File: src/rtl/mpmc11_pkg.sv
// rtl/mpmc11_pkg.sv - shared types and constants for the mpmc11 read burst controller
package mpmc11_pkg;

  typedef enum logic [2:0] {
    RDC_IDLE      = 3'd0,
    RDC_PRESET    = 3'd1,
    RDC_ISSUE     = 3'd2,
    RDC_READ_DATA = 3'd3,
    RDC_DONE      = 3'd4
  } mpmc11_rdctl_state_t;

  localparam int          MPMC11_LINE_OFFS_BITS = 5;
  localparam logic [31:0] MPMC11_ADDR_MASK      = 32'h3FFF_FFFF;

  // Clears the byte-within-line offset so commands always start on a line boundary.
  function automatic logic [31:0] mpmc11_line_align(input logic [31:0] a);
    return {a[31:MPMC11_LINE_OFFS_BITS], {MPMC11_LINE_OFFS_BITS{1'b0}}};
  endfunction

endpackage

File: src/rtl/mpmc11_rdctl_watchdog.sv
// rtl/mpmc11_rdctl_watchdog.sv - idle-cycle counter with expiry flag (used with MPMC11_RDCTRL_TIMEOUT_EN)
module mpmc11_rdctl_watchdog #(
  parameter int unsigned TIMEOUT_CYC = 1023
) (
  input  logic clk,
  input  logic rst,
  input  logic i_run,
  input  logic i_clr,
  output logic o_expired
);

  localparam int unsigned     W    = $clog2(TIMEOUT_CYC + 1);
  localparam logic [W-1:0]    LAST = W'(TIMEOUT_CYC - 1);

  logic [W-1:0] r_cnt;

  // Counter sits at zero outside the run window, so entry into ISSUE starts fresh.
  always_ff @(posedge clk) begin
    if (rst || i_clr || !i_run) begin
      r_cnt <= '0;
    end else if (r_cnt != LAST) begin
      r_cnt <= r_cnt + 1'b1;
    end
  end

  assign o_expired = i_run & ~i_clr & (r_cnt == LAST);

endmodule

File: src/rtl/mpmc11_rd_burst_ctrl.sv
// rtl/mpmc11_rd_burst_ctrl.sv - cache-line read burst sequencer; optional timeout abort via MPMC11_RDCTRL_TIMEOUT_EN
module mpmc11_rd_burst_ctrl
  import mpmc11_pkg::*;
#(
  parameter int unsigned TIMEOUT_CYC = 1023
) (
  input  logic                clk,
  input  logic                rst,
  input  logic                req,
  output logic                req_ack,
  input  logic [31:0]         req_addr,
  input  logic [7:0]          req_burst_len,
  output logic                cmd_valid,
  input  logic                cmd_ready,
  output logic [31:0]         cmd_addr,
  output logic [7:0]          cmd_len,
  input  logic                rd_valid,
  output mpmc11_rdctl_state_t state,
  output logic [7:0]          burst_len,
  output logic [7:0]          burst_cnt,
  output logic [31:0]         addr_base,
  output logic                cache_we,
  output logic                busy,
  output logic                done,
  output logic                err
);

  mpmc11_rdctl_state_t r_state, w_state_nxt;
  logic [31:0] r_addr_base, r_cmd_addr;
  logic [7:0]  r_burst_len, r_burst_cnt, r_cmd_len;
  logic        w_accept, w_hshake, w_beat, w_last, w_expired;

  // Ack is suppressed in the reset cycle so an accepted request is never lost.
  assign w_accept = (r_state == RDC_IDLE) & req & ~rst;
  assign w_hshake = (r_state == RDC_ISSUE) & cmd_ready;
  assign w_beat   = (r_state == RDC_READ_DATA) & rd_valid;
  assign w_last   = w_beat & (r_burst_cnt == r_burst_len);

`ifdef MPMC11_RDCTRL_TIMEOUT_EN
  logic r_err;

  mpmc11_rdctl_watchdog #(.TIMEOUT_CYC(TIMEOUT_CYC)) u_wdog (
    .clk       (clk),
    .rst       (rst),
    .i_run     ((r_state == RDC_ISSUE) || (r_state == RDC_READ_DATA)),
    .i_clr     (w_hshake | w_beat),
    .o_expired (w_expired)
  );

  always_ff @(posedge clk) begin
    if (rst) begin
      r_err <= 1'b0;
    end else if (w_expired) begin
      r_err <= 1'b1;
    end else if (w_accept) begin
      r_err <= 1'b0;
    end
  end

  assign err = r_err;
`else
  logic [9:0] w_timeout_unused;

  assign w_timeout_unused = 10'(TIMEOUT_CYC);
  assign w_expired        = 1'b0;
  assign err              = 1'b0;
`endif

  always_comb begin
    w_state_nxt = r_state;
    case (r_state)
      RDC_IDLE:      if (w_accept) w_state_nxt = RDC_PRESET;
      RDC_PRESET:    w_state_nxt = RDC_ISSUE;
      RDC_ISSUE:     if (w_expired) w_state_nxt = RDC_DONE;
                     else if (cmd_ready) w_state_nxt = RDC_READ_DATA;
      RDC_READ_DATA: if (w_last || w_expired) w_state_nxt = RDC_DONE;
      RDC_DONE:      w_state_nxt = RDC_IDLE;
      default:       w_state_nxt = RDC_IDLE;
    endcase
  end

  always_ff @(posedge clk) begin
    if (rst) begin
      r_state     <= RDC_IDLE;
      r_addr_base <= '0;
      r_burst_len <= '0;
      r_burst_cnt <= '0;
      r_cmd_addr  <= '0;
      r_cmd_len   <= '0;
    end else begin
      r_state <= w_state_nxt;
      if (w_accept) begin
        r_addr_base <= req_addr & MPMC11_ADDR_MASK;
        r_burst_len <= req_burst_len;
      end
      if (r_state == RDC_PRESET) begin
        r_burst_cnt <= '0;
        r_cmd_addr  <= mpmc11_line_align(r_addr_base);
        r_cmd_len   <= r_burst_len;
      end
      // Count stops at equality, so len=255 yields 256 beats without wrapping.
      if (w_beat && !w_last) begin
        r_burst_cnt <= r_burst_cnt + 8'd1;
      end
    end
  end

  assign req_ack   = w_accept;
  assign cmd_valid = (r_state == RDC_ISSUE);
  assign cmd_addr  = r_cmd_addr;
  assign cmd_len   = r_cmd_len;
  assign state     = r_state;
  assign burst_len = r_burst_len;
  assign burst_cnt = r_burst_cnt;
  assign addr_base = r_addr_base;
  assign cache_we  = w_beat;
  assign busy      = (r_state != RDC_IDLE);
  assign done      = (r_state == RDC_DONE);

endmodule

File: config.mk
export PLATFORM = sky130hd
export DESIGN_NAME = mpmc11_rd_burst_ctrl
export DESIGN_NICKNAME = d
export VERILOG_FILES = /design/src/rtl/mpmc11_pkg.sv /design/src/rtl/mpmc11_rdctl_watchdog.sv /design/src/rtl/mpmc11_rd_burst_ctrl.sv
export SDC_FILE = /design/constraint.sdc
export NUM_CORES = 1
export LEC_CHECK = 0
export ABC_AREA = 0
export BUFFER_PORTS_ARGS = -buffer_cell sky130_fd_sc_hd__buf_2
export CORE_ASPECT_RATIO = 0.5
export CORE_UTILIZATION = 51
export CTS_CLUSTER_DIAMETER = 80
export DETAILED_ROUTE_END_ITERATION = 8
export GPL_ROUTABILITY_DRIVEN = 0
export PLACE_DENSITY = 0.86
export SYNTH_ARGS = -nofsm -noshare
export SYNTH_HDL_FRONTEND = slang
export SYNTH_SLANG_ARGS = --single-unit
File: constraint.sdc
create_clock -name clk -period 3.49 [get_ports clk]
set_input_delay 0.1745 -clock clk [delete_from_list [all_inputs] [get_ports clk]]
set_output_delay 0.1745 -clock clk [all_outputs]
set_load 0.02 [all_outputs]
; ---- Word-level counts from Yosys, hierarchy flattened
; Cells that the tools add are included.
[op_classes]
add_sub_neg = 1
n_eq_ne = 8
n_mux = 6
bitwise_logic = 5
n_reduce_logical = 6
[ops]
columns = operator, n
row1 = $mux W8, 2
row2 = $pmux W3 S4, 1
row3 = $mux W3, 3
row4 = $add A8 B1 Y8 const B, 1
row5 = $eq A8 B8 Y1, 1
row6 = $eq A3 B2 Y1 const B, 2
row7 = $and A1 B1 Y1, 4
row8 = $ne A2 B2 Y1 const B, 2
row9 = $eq A3 B1 Y1 const B, 1
row10 = $eq A3 B3 Y1 const B, 1
row11 = $logic_not A3 Y1, 1
row12 = $reduce_and A3 Y1, 1
row13 = $reduce_bool A3 Y1, 1
row14 = $ne A2 B1 Y1 const B, 1
row15 = $reduce_bool A2 Y1, 1
row16 = $logic_and A1 B1 Y1, 1
row17 = $logic_not A1 Y1, 1
row18 = $not A1 Y1, 1
[totals]
regBits = 82

; ---- Logic depth before layout (Yosys ltp)
; Gate-level depths: netlist of the first run.
[logic_depth]
ltp_word = 6
ltp_mapped = 7

; ---- Worst setup path before layout of the first run
; OpenSTA, ideal clock, no wires.
[synth_timing]
path_kind = register to register
from = register r_state[0], in the netlist state[0]
to = register r_burst_cnt[7], in the netlist burst_cnt[7]
arrival_ps = 1675
required_ps = 3369
setup_slack_ps = 1693
stages_incl_launch_ff = 6
path_buffers = 1
period_less_slack_ps = 1797
cell_sequence = dfxtp_1 buf_4 nand4b_4 or4_1 a21oi_2 mux2_4
[synth_between]
elab_chain_len = 6
elab_cells_between_ends = 8
classes_between = eq/ne: 2 / mux: 1 / bitwise: 2 / reduce/logical: 3
[synth_rtl]
columns = item, line
row1 = "start, declared", mpmc11_rd_burst_ctrl.sv:28  ; mpmc11_rdctl_state_t r_state, w_state_nxt;
row2 = "start signal, assigned", mpmc11_rd_burst_ctrl.sv:91  ; r_state <= w_state_nxt;
row3 = $eq A3 B2 Y1, mpmc11_rd_burst_ctrl.sv:36  ; assign w_beat = (r_state == RDC_READ_DATA) & rd_valid;
row4 = $and A1 B1 Y1, mpmc11_rd_burst_ctrl.sv:36
row5 = $and A1 B1 Y1, mpmc11_rd_burst_ctrl.sv:37  ; assign w_last = w_beat & (r_burst_cnt == r_burst_len);
row6 = $logic_not A1 Y1, mpmc11_rd_burst_ctrl.sv:102  ; if (w_beat && !w_last) begin
row7 = $logic_and A1 B1 Y1, mpmc11_rd_burst_ctrl.sv:102
row8 = $mux W8 / $reduce_bool A2 Y1 (equally long branches), -
row9 = "end signal, assigned", mpmc11_rd_burst_ctrl.sv:103  ; r_burst_cnt <= r_burst_cnt + 8'd1;
row10 = "end, declared", mpmc11_rd_burst_ctrl.sv:30  ; logic [7:0] r_burst_len, r_burst_cnt, r_cmd_len;
; Parallel ways exist; a longest one is shown, timed or not.
; A chain may end at the register's enable or synchronous reset.

; ---- Worst setup path after layout of the first run
[layout_timing]
from = register r_state[1], in the netlist state[1]
to = output port req_ack
[layout_between]
elab_chain_len = 3
[layout_rtl]
columns = item, line
row1 = $logic_not A3 Y1, mpmc11_rd_burst_ctrl.sv:34  ; assign w_accept = (r_state == RDC_IDLE) & req & ~rst;
row2 = $and A1 B1 Y1 (2 in series), mpmc11_rd_burst_ctrl.sv:34
row3 = "end, declared", mpmc11_rd_burst_ctrl.sv:10  ; output logic req_ack,
; Every way passes these cells.

==> reports/qor.yml, run 1 <==
synth_top_area_share: 0.481
grt_usage: 0.236
period_share: 0.622
maxSlewViolCount: 0
setup_violations: 0
multi_input_area_sq_um: 1570
nFillCells: 529
crit_fanout: 21
drt_iter0_markers: 237
fin_ws_ps: 1320
tritoncts: "built"
antenna_found_initial: 0
stdcell_area_sq_um: 4290
synth_area_leaders: "dfxtp_1 (48%), nand2_1 (16%), a21oi_1 (11%), buf_4 (3.3%), xor2_1 (2.1%)"
h-tree-depth: 3
rows: 20
fp.dieH_um: 59.9
area_delta_synth_final_pct: 25.6
synth_cells: 420
fin_crit_ps: 2170
finClkSkew_ps: 6.02
routed_wl_um: 8070
reg2reg_to: "burst_cnt[7]"
synthFlopType: "dfxtp_1"
ctsResizeCount: 0
holdCritStartpoint: "req_addr[19]"
ios: 142
viasPerCell: 4.97
layout.nets: 580
slew_headroom: 0.408
drt_first_pass_iters: 4
numCtsBuffers: 9
io_buffers: 129
clk_path_buf_depth: 2
cellLeakagePower_nw: 1.96
holdPathStages: 3
antenna_left: 0
syn_area_per_cell_sq_um: 8.13
synth-seq-cells: 82
cts.sinks: 82
start_kind: "register"
timing.fmax_ghz: 0.461
netlist.top_cell.by_area: "dfxtp_1"
area.sequential_sq_um: 1640
insertion_delay_ps: 330
clkTransAtPathRegs_ps: 60
grt.overflow.total: 0
synth_area_sq_um: 3410
cp.required_ps: 3320
hold_class: "input port to register"
ys_types: 42
ys_warn_count: 0
wl_per_cell_um: 12.9
crit_type: "register to output port"
grt_first_pass_wirelength_um: 12700
holdWs_ps: 77.7
ir_drop_v: 0.000342
drive_above_1_share: 0.295
cp-startpoint: "state[1]"
dieWidth_um: 118
cts_hold_buffers: 0
grt_start_max_net_pins: 54
dieArea_sq_um: 7040
rr_startpoint: "state[1]"
final_hold_viol_count: 0
r2r_setup_slack_ps: 1430
root_buffer: "clkbuf_16"
async_flop_share: 0
initial_core_util: 0.546
route.detailed.drc: 0
rsz0062_at_grt: "false"
arrival_ps: 2000
grt_pass1_vias: 2640
hold_end: "addr_base[19]"
drv_cap: 0
cts_setup_buffers: 0
ys_seq_area_frac: 0.481
cp-end-kind: "output port"
synth-edff-count: 0
dpl_cell_area_sq_um: 4020
core-area_sq_um: 6260
tightestPinTransition_ps: 889
dp_hpwl_um: 5590
dp_slack_ps: 1420
fin_tns_setup_ps: 0
p_per_area_nw_per_um2: 518
via_count: 3114
diodes: 0
status: "completed"
ff2ff_path_depth: 4
-- power by group --
part	switching [mW]	internal (mW)	leakage (nW)
clock network	0.342	0.501	0.127
registers	0.0400	0.984	0.667
logic	0.244	0.111	1.17
total	0.625	1.60	1.96
-- Yosys cell counts (3+ instances only) --
| master | number |
|---|---|
| nand3_1 | 8 |
| buf_4 | 15 |
| nand2_1 | 149 |
| a21oi_1 | 72 |
| nor2_1 | 9 |
| nor4b_1 | 3 |
| buf_2 | 6 |
| clkbuf_1 | 17 |
| nor3b_1 | 6 |
| or3_1 | 3 |
| dfxtp_1 | 82 |
| nand2b_1 | 7 |
| xor2_1 | 8 |
-- how the worst max path moves through the flow --
stage                        end  slack (ps)  cells after the start
floorplan           burst_cnt[7]        1690                      5
global route             req_ack        1140                      4
global placement    burst_cnt[7]        1460                      4
detailed placement  burst_cnt[7]        1420                      4
finish                   req_ack        1320                      4
CTS                      req_ack        1290                      4
-- registers in the layout, summed over array words and instances (netlist names) --
signal,count
addr_base,30
cmd_addr,25
burst_cnt,8
burst_len,8
cmd_len,8
state,3
-- final cells by class --
| cell class | count | area share |
|---|---|---|
| clock buffers | 14 | 0.0592 |
| flip-flops and latches | 82 | 0.383 |
| inverters | 2 | 0.00175 |
| repair buffers | 135 | 0.161 |
| well taps | 88 | 0.0257 |
| multi-input cells | 304 | 0.367 |
| clock inverters | 2 | 0.00292 |
-- cells in the final DEF, fill, tap and decap left out, types with 2 or more instances in the layout --
| cell | n |
|---|---|
| clkbuf_16 | 9 |
| buf_4 | 6 |
| or3_1 | 3 |
| nor4_4 | 2 |
| nand3_1 | 8 |
| clkbuf_1 | 4 |
| a221o_1 | 2 |
| nand2_1 | 149 |
| conb_1 | 10 |
| buf_2 | 129 |
| nor2_1 | 9 |
| a21oi_1 | 72 |
| inv_1 | 2 |
| nand2b_1 | 7 |
| nor4b_1 | 3 |
| dfxtp_1 | 82 |
| o2bb2ai_1 | 2 |
| mux2_2 | 2 |
| nor3b_1 | 6 |
| xor2_1 | 8 |
-- critical path, cell delays in order, from the launching register on --
cell and delay (ps):
dfxtp_1 450, nor3_1 330, nand2_1 490, nor2_1 210, buf_2 190
-- cells by family after synthesis --
logic type / count (synthesis) / synth area share
AOI/OAI and AO/OA: 85 / 0.148
xor gates and xnor gates: 8 / 0.0205
adders and majority gates: 1 / 0.00367
buffers and inverters: 43 / 0.0704
DFF: 82 / 0.481
muxes: 4 / 0.0139
other: 1 / 0.00110
and+or+nand+nor: 196 / 0.261
-- metal layers --
| layer | GRT usage | share of wire | vias up |
|---|---|---|---|
| li1 | - | - | 1603 |
| met3 | 0.0811 | 0.056 | 9 |
| met1 | 0.275 | 0.44 | 1413 |
| met2 | 0.414 | 0.50 | 89 |
| met5 | 0 | 0 | - |
| met4 | 0.0842 | 0.0094 | 0 |
-- metrics by stage --
step / instances / power [mW] / utilization
4_1_cts: 627 / 2.24 / 0.685
5_1_grt: 627 / 2.32 / 0.685
3_5_place_dp: 611 / 1.40 / 0.643
3_3_place_gp: 611 / 1.39 / 0.643
2_1_floorplan: 429 / 1.30 / -
6_report: 627 / 2.22 / 0.685
No activity file was read; power rests on OpenSTA's default activity.
==> run 2: changes to the inputs <==
--- a/config.mk
+++ b/config.mk
@@ -8,11 +8,11 @@
 export ABC_AREA = 0
 export BUFFER_PORTS_ARGS = -buffer_cell sky130_fd_sc_hd__buf_2
 export CORE_ASPECT_RATIO = 0.5
-export CORE_UTILIZATION = 51
+export CORE_UTILIZATION = 48
 export CTS_CLUSTER_DIAMETER = 80
 export DETAILED_ROUTE_END_ITERATION = 8
 export GPL_ROUTABILITY_DRIVEN = 0
-export PLACE_DENSITY = 0.86
+export PLACE_DENSITY = 0.82
 export SYNTH_ARGS = -nofsm -noshare
 export SYNTH_HDL_FRONTEND = slang
 export SYNTH_SLANG_ARGS = --single-unit
==> constraint.sdc (replaced) <==
create_clock -name clk -period 2.17 [get_ports clk]
set_input_delay 0.1085 -clock clk [delete_from_list [all_inputs] [get_ports clk]]
set_output_delay 0.1085 -clock clk [all_outputs]
set_load 0.02 [all_outputs]
==> reports/qor.yml, run 2 (synthesis results as in run 1) <==
routed_wl_um: 8460  # was 8070 um
holdWs_ps: 2.65  # was 77.7 ps
antenna_found_initial: 0  # unchanged
dieArea_sq_um: 7470  # was 7040 sq um
core-area_sq_um: 6780  # was 6260 sq um
io_buffers: 129  # unchanged
stdcell_area_sq_um: 4430  # was 4290 sq um
viasPerCell: 5.03  # was 4.97
cp-end-kind: "output port"  # unchanged
crit_fanout: 39  # was 21
grt.busiest_layer: "met2"  # unchanged
rows: 21  # was 20
grt_pass1_vias: 2782  # was 2640
final_hold_viol_count: 0  # unchanged
cts.sinks: 82  # unchanged
drt_first_pass_iters: 4  # unchanged
dp_slack_ps: 349  # was 1420 ps
fin_crit_ps: 1910
post-route-util: 0.654  # was 0.685
grt_first_pass_wirelength_um: 12900  # was 12700 um
antenna_left: 0  # unchanged
layout.nets: 589  # was 580
wl_per_cell_um: 13.2  # was 12.9 um
cp.required_ps: 2060  # was 3320 ps
area.sequential_sq_um: 1640  # unchanged
numCtsBuffers: 9  # unchanged
status: "completed"  # unchanged
final_common_cell: "nand2_1"  # unchanged
area_delta_synth_final_pct: 29.9  # was 25.6%
grtUsageMet2: 0.410  # was 0.414
grtUsageMet1: 0.260  # was 0.275
drive_above_1_share: 0.307  # was 0.295
fp.dieH_um: 61.6  # was 59.9 um
via_count: 3217  # was 3114
timing.fmax_ghz: 0.523
power.total_mw: 3.86  # was 2.22 mW
h-tree-depth: 3  # unchanged
grt.overflow.total: 0  # unchanged
arrival_ps: 1800  # was 2000 ps
ios: 142  # unchanged
grt_usage: 0.229  # was 0.236
fin_ws_ps: 257  # was 1320 ps
drt_iter0_markers: 234  # was 237
largest_reg_flops: 30  # unchanged
nFillCells: 617  # was 529
insertion_delay_ps: 340  # was 330 ps
ir_drop_v: 0.000755  # was 0.000342 V
drv_cap: 0  # unchanged
crit_type: "register to output port"  # unchanged
cellLeakagePower_nw: 2.03  # was 1.96 nW
layoutNonFillerInstCount: 640  # was 627
fin_tns_setup_ps: 0  # unchanged
initial_core_util: 0.504  # was 0.546
finClkSkew_ps: 5.14  # was 6.02 ps
diodes: 0  # unchanged
placedCellCount: 621  # was 611
dpl_cell_area_sq_um: 4080  # was 4020 sq um
start_kind: "register"  # unchanged
clk_path_buf_depth: 2  # unchanged
use_met3: 0.0833  # was 0.0811
setup_violations: 0  # unchanged
grt_start_max_net_pins: 44  # was 54
tightestPinTransition_ps: 586  # was 889 ps
layout_common_cells: "nand2_1 (149), buf_2 (129), dfxtp_1 (82)"  # unchanged
maxSlewViolCount: 0  # unchanged
ctsResizeCount: 0  # unchanged
p_per_area_nw_per_um2: 872  # was 518 nW/um^2
hold_class: "input port to register"  # unchanged
slew_headroom: 0.609  # was 0.408
dieWidth_um: 121  # was 118 um
route.detailed.drc: 0  # unchanged
multi_input_area_sq_um: 1570  # unchanged
dp_hpwl_um: 5600  # was 5590 um
period_share: 0.882
rsz0062_at_grt: "false"  # unchanged
tritoncts: "built"  # unchanged
clkTransAtPathRegs_ps: 60  # about the same
root_buffer: "clkbuf_16"  # unchanged
[run 2: cell count changes in the layout (fill, tap and decap cells not counted)]
cell	before	now
buf_4	6	11
clkbuf_1	4	1
dlygate4sd3_1	0	3
bufinv_16	0	2
buf_12	0	1
clkbuf_8	1	0
clkinv_4	0	1
inv_6	0	1
[run 2: worst max-delay path, stage by stage, from the launching register on]
cell,delay [ps]
dfxtp_1,330
buf_4,180
nor3_1,280
nand2_1,90
buf_4,270
nor2_1,120
buf_2,170
[run 2: layer usage]
metal  wire (um)  part of all wire
met1        3610              0.43
met2        4230              0.50
met3         481             0.057
met4         138             0.016
met5           0                 0
[run 2: final timing paths]
kind / start / endpoint / slack, ps / cells past startpoint
hold reg to reg: cmd_addr[7] / cmd_addr[7] / 450 / 2
hold / removal: req_addr[4] / addr_base[4] / 3 / 3
setup / recovery: state[1] / req_ack / 260 / 6
setup reg to reg: state[0] / cmd_addr[16] / 350 / 4
[run 2: final cells by class]
cell class	count	area share
multi-input cells	304	0.355
flip-flops and latches	82	0.370
repair buffers	144	0.176
well taps	92	0.0260
inverters	2	0.00169
clock buffers	10	0.0517
clock inverters	6	0.0203
[run 2: report_power, final]
group / internal (mW) / switching [mW] / total, mW
clock network: 1.01 / 0.602 / 1.61
logic: 0.201 / 0.409 / 0.610
registers: 1.58 / 0.0587 / 1.64
[run 2: what timing repair did]
action	CTS	global route
hold buffers	2	1
buffers inserted	0	0
endpoints found under the hold margin	2	1
==> run 3: changes to the inputs <==
--- a/config.mk
+++ b/config.mk
@@ -8,11 +8,13 @@
 export ABC_AREA = 0
 export BUFFER_PORTS_ARGS = -buffer_cell sky130_fd_sc_hd__buf_2
 export CORE_ASPECT_RATIO = 0.5
+export CORE_MARGIN = 3
 export CORE_UTILIZATION = 48
 export CTS_CLUSTER_DIAMETER = 80
 export DETAILED_ROUTE_END_ITERATION = 8
 export GPL_ROUTABILITY_DRIVEN = 0
 export PLACE_DENSITY = 0.82
+export RECOVER_POWER = 50
 export SYNTH_ARGS = -nofsm -noshare
 export SYNTH_HDL_FRONTEND = slang
 export SYNTH_SLANG_ARGS = --single-unit
==> reports/qor.yml, run 3 (synthesis results as in run 1) <==
diodes: 0  # unchanged
layout.nets: 587  # was 589
cts_setup_buffers: 0  # unchanged
cts_hold_buffers: 0  # was 2
ctsResizeCount: 0  # unchanged
maxSlewViolCount: 0  # unchanged
final_common_cell: "nand2_1"  # unchanged
crit_fanout: 39  # unchanged
layoutNonFillerInstCount: 638  # was 640
period_share: 0.865  # was 0.882
numCtsBuffers: 9  # unchanged
placedCellCount: 622  # was 621
p_switching_mw: 1.02  # was 1.07 mW
dp_hpwl_um: 5720  # was 5600 um
largest_reg_flops: 30  # unchanged
dp_slack_ps: 381  # was 349 ps
slew_headroom: 0.569  # was 0.609
insertion_delay_ps: 320  # was 340 ps
drt_iter0_markers: 265  # was 234
ios: 142  # unchanged
viasPerCell: 4.96  # was 5.03
status: "completed"  # unchanged
drive_above_1_share: 0.158  # was 0.307
fp.dieH_um: 65.6  # was 61.6 um
drv_cap: 0  # unchanged
h-tree-depth: 3  # unchanged
dieWidth_um: 125  # was 121 um
antenna_found_initial: 0  # unchanged
fin_tns_setup_ps: 0  # unchanged
io_buffers: 129  # unchanged
seqPwrFrac: 0.455  # was 0.425
rsz0062_at_grt: "false"  # unchanged
area_delta_synth_final_pct: 25.6  # was 29.9%
grt_start_max_net_pins: 68  # was 44
cts.sinks: 82  # unchanged
routed_wl_um: 8260  # was 8460 um
grt_first_pass_wirelength_um: 13600  # was 12900 um
cellLeakagePower_nw: 1.67  # was 2.03 nW
initial_core_util: 0.504  # unchanged
timing.fmax_ghz: 0.533  # was 0.523 GHz
crit_type: "register to output port"  # unchanged
fin_ws_ps: 293  # was 257 ps
layout_common_cells: "nand2_1 (149), clkbuf_1 (84), dfxtp_1 (82)"  # was nand2_1 (149), buf_2 (129), dfxtp_1 (82)
start_kind: "register"  # unchanged
tritoncts: "built"  # unchanged
grt.overflow.total: 0  # unchanged
p_int_mw: 2.58  # was 2.79 mW
final_hold_viol_count: 0  # unchanged
clockPowerShare: 0.378  # was 0.418
via_count: 3164  # was 3217
wl_per_cell_um: 12.9  # was 13.2 um
drt_first_pass_iters: 4  # unchanged
hold_class: "input port to register"  # unchanged
comb_power_share: 0.167  # was 0.158
rows: 21  # unchanged
clk_path_buf_depth: 2  # unchanged
grt_usage: 0.202  # was 0.229
setup_violations: 0  # unchanged
ir_drop_v: 0.000451  # was 0.000755 V
antenna_left: 0  # unchanged
arrival_ps: 1770  # was 1800 ps
fin_crit_ps: 1880  # was 1910 ps
cp.required_ps: 2060  # about the same
p_per_area_nw_per_um2: 839  # was 872 nW/um^2
core-area_sq_um: 6780  # unchanged
clkTransAtPathRegs_ps: 60  # about the same
root_buffer: "clkbuf_16"  # unchanged
p_sw_frac: 0.283  # was 0.277
finClkSkew_ps: 4.05  # was 5.14 ps
tightestPinTransition_ps: 646  # was 586 ps
grt_pass1_vias: 2812  # was 2782
cp-end-kind: "output port"  # unchanged
power.total_mw: 3.60  # was 3.86 mW
dieArea_sq_um: 8220  # was 7470 sq um
route.detailed.drc: 0  # unchanged
-- run 3: cell types whose count changed in the layout (fill, tap and decap cells not counted) --
cell,before,now
bufinv_16,2,0
buf_2,129,47
clkinv_2,1,2
buf_4,11,10
inv_6,1,0
clkbuf_8,0,1
clkinvlp_4,1,0
dlygate4sd3_1,3,0
clkinv_4,1,2
buf_12,1,3
clkbuf_1,1,84
-- run 3: per-layer routing --
layer  GRT usage  wire length [um]  vias up
li1            -                 -     1621
met1       0.248              3510     1452
met2       0.348              4240       87
met3      0.0649               470        4
met4      0.0527                38        0
met5           0                 0        -
-- run 3: layout make-up --
cell class | instances | area (sq um)
fillers | 666 | 2490
repair buffers | 142 | 678
flip-flops and latches | 82 | 1640
multi-input cells | 304 | 1570
clock buffers | 12 | 246
inverters | 2 | 7.51
well taps | 92 | 115
clock inverters | 4 | 27.5
-- run 3: worst paths after layout --
check	to	slack [ps]	from	depth (start not counted)
max	req_ack	290	state[1]	6
min	addr_base[28]	20	req_addr[28]	3
max reg2reg	state[0]	330	burst_cnt[6]	5
min reg2reg	cmd_addr[24]	450	cmd_addr[24]	2
-- run 3: worst max-delay path, cell delays in order, from the launching register on --
cell     delay [ps]
dfxtp_1         330
buf_4           180
nor3_1          270
nand2_1          90
buf_4           270
nor2_1          120
buf_2           170
-- run 3: power by group through the flow --
stage               Sequential [mW]  Combinational (mW)  Clock [mW]
floorplan                      1.76               0.338           0
global placement               1.66               0.613           0
detailed placement             1.67               0.620           0
CTS                            1.64               0.623        1.39
global route                   1.65               0.663        1.48
finish                         1.64               0.600        1.36
-- run 3: stage by stage --
step / hold slack, ps / util / cell area (sq um)
2_1_floorplan: 245 / - / 3450
3_3_place_gp: 349 / 0.607 / 4120
3_5_place_dp: 352 / 0.607 / 4120
4_1_cts: 5.98 / 0.648 / 4390
5_1_grt: 12.5 / 0.633 / 4290
6_report: 20.5 / 0.633 / 4290
